===== config.mk =====
export PLATFORM = sky130hd
export DESIGN_NAME = icache_line_responder
export DESIGN_NICKNAME = d
export VERILOG_FILES = /design/src/rtl/icache_line_responder_pkg.sv /design/src/rtl/icache_line_responder_tag_array.sv /design/src/rtl/icache_line_responder.sv
export SDC_FILE = /design/constraint.sdc
export NUM_CORES = 2
export LEC_CHECK = 0
export CAP_MARGIN = 15
export CORE_UTILIZATION = 55
export CTS_BUF_LIST = sky130_fd_sc_hd__clkbuf_8 sky130_fd_sc_hd__clkbuf_16
export DETAILED_ROUTE_END_ITERATION = 8
export MAX_ROUTING_LAYER = met4
export PLACE_DENSITY = 0.73
export SYNTH_ARGS = -nofsm -noshare
export SYNTH_HDL_FRONTEND = slang
export SYNTH_HIERARCHICAL = 1
export SYNTH_SLANG_ARGS = --single-unit
export TNS_END_PERCENT = 20

===== constraint.sdc =====
create_clock -name Clk -period 33.5 [get_ports Clk]
set_clock_uncertainty 0.2 [all_clocks]
set_input_delay 3.35 -clock Clk [delete_from_list [all_inputs] [get_ports Clk]]
set_output_delay 3.35 -clock Clk [all_outputs]
set_load 0.05 [all_outputs]

===== src/rtl/icache_line_responder_pkg.sv =====
// Shared types and helpers for the line-fill instruction cache.
// Holds line geometry, the fill FSM encoding and the address split.
package icache_line_responder_pkg;

  localparam int LINE_BYTES     = 16;
  localparam int WORDS_PER_LINE = 4;
  localparam int OFF_BITS       = $clog2(LINE_BYTES);
  localparam int LINE_ADDR_W    = 32 - OFF_BITS;

  typedef enum logic [1:0] {
    IDLE    = 2'd0,
    REQ     = 2'd1,
    WAIT    = 2'd2,
    INSTALL = 2'd3
  } fill_state_e;

  // Line address: index sits in the low bits, tag above it.
  function automatic logic [LINE_ADDR_W-1:0] line_addr(
    input logic [31:0] a
  );
    return a[31:OFF_BITS];
  endfunction

endpackage


===== src/rtl/icache_line_responder_tag_array.sv =====
// Valid bits and tags with combinational lookup.
// Single write port used when a filled line is installed.
module icache_tag_array #(
  parameter int LINES = 16,
  parameter int IDX   = 4,
  parameter int TAGW  = 24
) (
  input  logic            clk_i,
  input  logic            rst_ni,
  input  logic [IDX-1:0]  lkp_idx_i,
  input  logic [TAGW-1:0] lkp_tag_i,
  output logic            hit_o,
  input  logic            wr_en_i,
  input  logic [IDX-1:0]  wr_idx_i,
  input  logic [TAGW-1:0] wr_tag_i
);

  logic [LINES-1:0] valid_q;
  logic [TAGW-1:0]  tag_q [LINES];

  always_ff @(posedge clk_i) begin
    if (!rst_ni) begin
      valid_q <= '0;
    end else if (wr_en_i) begin
      valid_q[wr_idx_i] <= 1'b1;
    end
  end

  always_ff @(posedge clk_i) begin
    if (wr_en_i) begin
      tag_q[wr_idx_i] <= wr_tag_i;
    end
  end

  assign hit_o = valid_q[lkp_idx_i] &&
                 (tag_q[lkp_idx_i] == lkp_tag_i);

endmodule


===== src/rtl/icache_line_responder.sv =====
// Direct-mapped I-cache answering whole-line reads with 0-cycle hits.
// Misses are filled one word at a time from instruction memory.
module icache_line_responder
  import icache_line_responder_pkg::*;
#(
  parameter  int LINES = 16,
  localparam int IDX   = $clog2(LINES),
  localparam int TAGW  = 28 - IDX
) (
  input  logic        Clk,
  input  logic        Resetb,
  input  logic [31:0] Ifetch_WpPcIn,
  input  logic        Ifetch_ReadCache,
  input  logic        IFQ_Flush,
  output logic [31:0] Cache_Cd0,
  output logic [31:0] Cache_Cd1,
  output logic [31:0] Cache_Cd2,
  output logic [31:0] Cache_Cd3,
  output logic        Cache_ReadHit,
  output logic        Imem_Req,
  output logic [31:0] Imem_Addr,
  input  logic [31:0] Imem_RdData,
  input  logic        Imem_RdValid
);

  fill_state_e            state_q, state_d;
  logic [1:0]             cnt_q, cnt_d;
  logic [LINE_ADDR_W-1:0] miss_q, miss_d;
  logic [31:0]            addr_q, addr_d;
  logic [31:0]            fill_q [WORDS_PER_LINE];
  logic [31:0]            data_q [LINES][WORDS_PER_LINE];

  logic [LINE_ADDR_W-1:0] req_line;
  logic [IDX-1:0]         req_idx;
  logic [IDX-1:0]         miss_idx;
  logic [TAGW-1:0]        req_tag;
  logic [TAGW-1:0]        miss_tag;
  logic                   tag_hit;
  logic                   rd_req;
  logic                   install;

  assign req_line = line_addr(Ifetch_WpPcIn);
  assign req_idx  = req_line[IDX-1:0];
  assign req_tag  = req_line[LINE_ADDR_W-1:IDX];
  assign miss_idx = miss_q[IDX-1:0];
  assign miss_tag = miss_q[LINE_ADDR_W-1:IDX];
  assign rd_req   = Ifetch_ReadCache && !IFQ_Flush;
  assign install  = (state_q == INSTALL);

  icache_tag_array #(
    .LINES (LINES),
    .IDX   (IDX),
    .TAGW  (TAGW)
  ) u_tags (
    .clk_i     (Clk),
    .rst_ni    (Resetb),
    .lkp_idx_i (req_idx),
    .lkp_tag_i (req_tag),
    .hit_o     (tag_hit),
    .wr_en_i   (install),
    .wr_idx_i  (miss_idx),
    .wr_tag_i  (miss_tag)
  );

  always_ff @(posedge Clk) begin
    if (!Resetb) begin
      state_q <= IDLE;
      cnt_q   <= 2'd0;
      addr_q  <= 32'd0;
    end else begin
      state_q <= state_d;
      cnt_q   <= cnt_d;
      addr_q  <= addr_d;
    end
  end

  always_ff @(posedge Clk) begin
    miss_q <= miss_d;
    if (state_q == WAIT && Imem_RdValid) begin
      fill_q[cnt_q] <= Imem_RdData;
    end
    if (install) begin
      data_q[miss_idx] <= fill_q;
    end
  end

  // Next request address is staged on entry to REQ and held afterwards.
  always_comb begin
    state_d = state_q;
    cnt_d   = cnt_q;
    miss_d  = miss_q;
    addr_d  = addr_q;
    unique case (state_q)
      IDLE: begin
        if (rd_req && !tag_hit) begin
          miss_d  = req_line;
          cnt_d   = 2'd0;
          addr_d  = {req_line, 4'b0000};
          state_d = REQ;
        end
      end
      REQ: state_d = WAIT;
      WAIT: begin
        if (Imem_RdValid) begin
          if (cnt_q == 2'd3) begin
            state_d = INSTALL;
          end else begin
            cnt_d   = cnt_q + 2'd1;
            addr_d  = {miss_q, cnt_q + 2'd1, 2'b00};
            state_d = REQ;
          end
        end
      end
      INSTALL: state_d = IDLE;
      default: state_d = IDLE;
    endcase
  end

  always_comb begin
    Imem_Req      = (state_q == REQ);
    Imem_Addr     = addr_q;
    Cache_ReadHit = rd_req && (state_q == IDLE) && tag_hit;
    Cache_Cd0     = data_q[req_idx][0];
    Cache_Cd1     = data_q[req_idx][1];
    Cache_Cd2     = data_q[req_idx][2];
    Cache_Cd3     = data_q[req_idx][3];
  end

endmodule


* After elaboration in Yosys (flattened, before gate mapping)
Memories as Yosys holds them, arrays and structs flattened.
Index checks and enable logic that the tools add are counted.
** Storage, ports and cells
- Register bits :: 208
- Latch bits :: 0
- RAM bits :: 2432
- Bits in read-only memories :: 0
- Output and inout bits :: 162
- Memories :: 2
** Cells by class
- Add/sub/neg operators :: 1
- $mul :: 0
- Divide/modulo/power cells :: 0
- $lt $le $gt $ge :: 5
- Eq/ne operators :: 8
- Shift operators :: 0
- Multiplexer cells :: 21
- Bitwise operators :: 2
- Reduce and logical (&&, ||, !) cells :: 15
** Memory list
- data_q :: depth 16, bits a word 128, read ports 1, clocked after memory_dff 0, wr ports 1, line icache_line_responder.sv:31 : logic [31:0] data_q [LINES][WORDS_PER_LINE];
- u_tags.tag_q :: depth 16, bits a word 24, read ports 1, clocked after memory_dff 0, wr ports 1, line icache_line_responder_tag_array.sv:19 : logic [TAGW-1:0] tag_q [LINES];
** Operator list (count)
- $bwmux 128 :: 1
- $mux 32 :: 4
- $demux 32 s2 :: 1
- $pmux 32 s2 :: 1
- $eq 24x24->1 :: 1
- $or 16x16->16 :: 1
- $mux 2 :: 6
- $lt 4x5->1 const B :: 2
- $logic_and 1x1->1 :: 8
- $pmux 2 s4 :: 1
- $eq 2x2->1 const B :: 3
- $ne 2x2->1 const B :: 3
- $bmux 1 s4 :: 1
- $demux 1 s4 :: 1
- $ge 4x1->1 const B :: 1
- $mux 1 :: 4
- $pmux 2 s2 :: 1
- $reduce_and 2->1 :: 2
- $reduce_and 4->1 :: 1
- $ge 3x3->1 const B :: 1
- $lt 3x1->1 const B :: 1
- $not 2->3 :: 1
- $add 2x1->2 const B :: 1
- $eq 2x1->1 const B :: 1
- other kinds (3) :: 4

* Depth between registers and ports, before layout
- Depth after elaboration :: 7
- Depth in mapped cells :: 17

* Cells and area by module
Netlist, hierarchy kept.
** Modules (own cells, without submodules)
- icache_line_responder :: instances 1, cells an instance 3427, area an instance 83442.5 um2, seq. area each 66824.1 um2
- icache_tag_array :: instances 1, cells an instance 762, area an instance 15891.5 um2, seq. area each 11851.4 um2

* Worst setup path after synthesis
OpenSTA, ideal clock, no wires.
- Path type :: input to output
- Start :: input Ifetch_WpPcIn[5]
- End :: output Cache_ReadHit
- Data arrival time :: 7280 ps
- Data required time :: 29950 ps
- Slack :: 22670 ps
- Cell stages on the path :: 9
- Path buffers :: 2
- Cells stage by stage :: buf_4 > clkbuf_1 > mux4_2 > mux4_2 > xnor2_1 > nand4_1 > a2111o_1 > a2111oi_2 > nor4b_1
** Between the ends
- Cells in the longest elaborated chain, start to end :: 4
** RTL lines
- from (decl) :: line icache_line_responder.sv:12 : input logic [31:0] Ifetch_WpPcIn,
- $mem_v2 16x24 / $bmux 1 s4 (equally long branches)
- $eq 24x24->1 / $mux 1 (equally long branches) :: line icache_line_responder_tag_array.sv:36, icache_line_responder_tag_array.sv:35
- $logic_and 1x1->1 (*) :: line icache_line_responder_tag_array.sv:35 : assign hit_o = valid_q[lkp_idx_i] &&
- net tag_hit :: line icache_line_responder.sv:38 : logic tag_hit;
- $logic_and 1x1->1 (*) :: line icache_line_responder.sv:122 : Cache_ReadHit = rd_req && (state_q == IDLE) && tag_hit;
- to (decl) :: line icache_line_responder.sv:19 : output logic Cache_ReadHit,
Mark *: on every way through the listed nets, which the timed path passes. The rest lies on a longest branch. The select of a mux whose other input is x is not followed.

* Final worst setup path
Same ends and word-level chain as after synthesis.

==> flow_summary.ini <==
[floorplanning]
io_pins = 231
die-area_mm2 = 0.1823
die_x_um = 427.0
start_util = 0.5549
die_h_um = 427.0
coreArea_mm2 = 0.1790
rows = 155

[detailed_routing]
routed.top_layer = met4
drt-initial-drc-count = 5582
wl_met2_um = 117800
postRouteAntennaNets = 0
wl_met1_um = 85500
wl_met3_um = 21890
wl_um = 233400
dr.pass1.iters = 5
avgRoutedWirePerCell_um = 32.78
drc = 0
vias = 46390
vias_per_cell = 6.517

[setup_path]
crit_path_end_kind = primary output
path_cells = buf_8 -> buf_4 -> buf_12 -> mux4_2 -> xnor2_1 -> o21ai_1 -> o41ai_1 -> nand2_1 -> a2111o_1 -> a2111oi_2 -> nor4b_1 -> clkdlybuf4s50_1
max_stage_delay_ns = 0.98
critPathRequiredTime_ns = 29.95
cp.depth = 12
path_delay_family = buffers and inverters
worst-path-buf-inv = 4
arrival_ns = 10.10
cp_slowest_cell = clkdlybuf4s50_1
cp-start-kind = input pin
cp_max_fo = 116
critical_path_class = input pin to primary output
ff2ff_path_depth = 5

[status]
outcome = finished clean

[synthesis]
syn_avg_cell_area_um2 = 23.71
syn_inst = 4189
synth_top_flop_cell = edfxtp_1
synth_top_area_cell = edfxtp_1
yosysSeqAreaShare = 0.7920
synth_edf_count = 2588
synthArstFlopShare = 0
synth_top_area_frac = 0.7824
ys_ff_latch = 2636
ys_types = 62
netlist_area_mm2 = 0.09933
ys_top_cells_by_area = edfxtp_1, mux4_2, mux2i_1
ys_warn_count = 6

[power_and_ir_drop]
leakage_nw = 35.64
p_per_area_mw_per_mm2 = 60.24
ir_drop_v = 0.00005396
p_total_mw = 6.793

[grt]
grt_pass1_vias = 47210
grt_max_degree = 124
grt_usage = 0.2668
grt_overflow_total = 0
antenna_found_initial = 14
grt_pass1_wl_um = 333000

[layout]
multiInputGateArea_mm2 = 0.01966
final_common_cell = edfxtp_1
area_growth_pct = 13.53
fin_nets = 4637
final_cell_mix = edfxtp_1, mux4_2, clkbuf_16
final.fill_count = 11480
register_area_mm2 = 0.07868
drive_gt1_frac = 0.2453

[clocking]
htreeDepth = 5
cts.sinks = 2636
ctsResizeCount = 0
cts_setup_buffers = 0
cts_hold_buf = 0
numCtsBuffers = 274
cts_tree = built
path_clk_slew_ns = 0.06
clockBufferDepth = 4
clk_latency_ns = 0.93
cts_root_buf = clkbuf_16

[sta]
fin_crit_sh = 0.4075
rsz0062_at_grt = no
finalSetupTns_ns = 0
drv_slew = 0
relSlewSlack = 0.1936
finalSetupViolCount = 0
hold_viol_final = 0
tightest_slew_ns = 1.203
min_period_ns = 13.65
fmax_mhz = 73.26

[place]
place_congestion = 0.7714
port_buffers = 224
dp_hpwl_um = 112800

[worst_hold_path]
holdPathStages = 1
hold_path.class = flip-flop to flip-flop

[job]
cap_violations = 0
==> final timing paths <==
| kind | start | slack (ns) | end |
|---|---|---|---|
| setup / recovery | Ifetch_WpPcIn[5] | 19.85 | Cache_ReadHit |
| hold / removal | u_tags/valid_q[5] | 0.26 | u_tags/valid_q[5] |
| setup reg to reg | miss_q[0] | 28.36 | data_q[9][29] |
| hold reg to reg | u_tags/valid_q[5] | 0.26 | u_tags/valid_q[5] |
==> power by group <==
| group | switching (mW) | internal, mW | leakage (nW) | total, mW |
|---|---|---|---|---|
| logic | 0.208 | 0.136 | 7.69 | 0.343 |
| registers | 0.0110 | 3.58 | 23.7 | 3.60 |
| clock network | 1.19 | 1.66 | 4.30 | 2.85 |
| total | 1.41 | 5.38 | 35.6 | 6.79 |
==> synthesized netlist by cell type, types with 3 or more instances <==
| cell type | n |
|---|---|
| nor3_1 | 9 |
| o221ai_1 | 17 |
| o21a_1 | 18 |
| buf_1 | 21 |
| dfxtp_1 | 48 |
| nand3b_1 | 3 |
| nand2b_1 | 8 |
| xor2_1 | 9 |
| a21oi_1 | 59 |
| inv_1 | 10 |
| ha_1 | 4 |
| buf_4 | 25 |
| nor2_1 | 41 |
| a22oi_1 | 7 |
| mux2i_1 | 110 |
| clkbuf_1 | 75 |
| buf_6 | 15 |
| and2_1 | 7 |
| o211a_1 | 28 |
| edfxtp_1 | 2588 |
| o21ai_0 | 6 |
| nand3_1 | 35 |
| a31oi_1 | 9 |
| and3_1 | 6 |
| inv_2 | 3 |
| xnor2_1 | 21 |
| mux4_2 | 665 |
| nand4_1 | 4 |
| a221oi_1 | 4 |
| o22ai_1 | 12 |
| nand2_1 | 98 |
| buf_2 | 79 |
| o21ai_1 | 4 |
| nor2b_1 | 57 |
| a211oi_1 | 49 |
==> routing by layer <==
metal / track usage / up-vias
li1: - / 18620
met1: 0.3518 / 24680
met2: 0.4276 / 2639
met3: 0.04303 / 446
met4: 0.09280 / 0
met5: - / -
==> logic make-up after synthesis <==
| group | count (synthesis) | synth area share |
|---|---|---|
| AOI/OAI and AO/OA | 235 | 0.01711 |
| and+or+nand+nor | 274 | 0.01335 |
| adders and majority gates | 4 | 0.0005039 |
| xor gates and xnor gates | 30 | 0.002645 |
| muxes | 778 | 0.1622 |
| DFF | 2636 | 0.7920 |
| buffers and inverters | 231 | 0.01213 |
| other | 1 | 0.00003775 |
==> metrics by stage <==
stage | setup WS, ns | cells | utilization | hold WS (ns) | cell area (µm²)
finish | 19.85 | 7118 | 0.6300 | 0.2629 | 112800
global route | 19.56 | 7113 | 0.6299 | 0.2855 | 112800
CTS | 19.97 | 7104 | 0.6298 | 0.2679 | 112700
detailed placement | 19.97 | 6643 | 0.5832 | 0.2532 | 104400
global placement | 19.86 | 6643 | 0.5832 | 0.2416 | 104400
floorplan | 22.67 | 4190 | - | 0.2354 | 99340
==> cell type report <==
cell class,instances,share of cell area
Antenna cell,14,0.0003107
Clock buffer,289,0.06343
Clock inverter,172,0.01060
Inverter,14,0.0005326
Multi-Input combinational cell,1323,0.1743
Sequential cell,2636,0.6977
Tap cell,2355,0.02613
Timing Repair Buffer,315,0.02704
==> flip-flops by register name, summed over array words and instances (netlist names) <==
register and flops:
data_q 2048, u_tags/valid_q 16, cnt_q 1, state_q 2, Imem_Addr 29, fill_q 128, u_tags/tag_q 384, miss_q 28
Power figures use the tool's default switching activity.
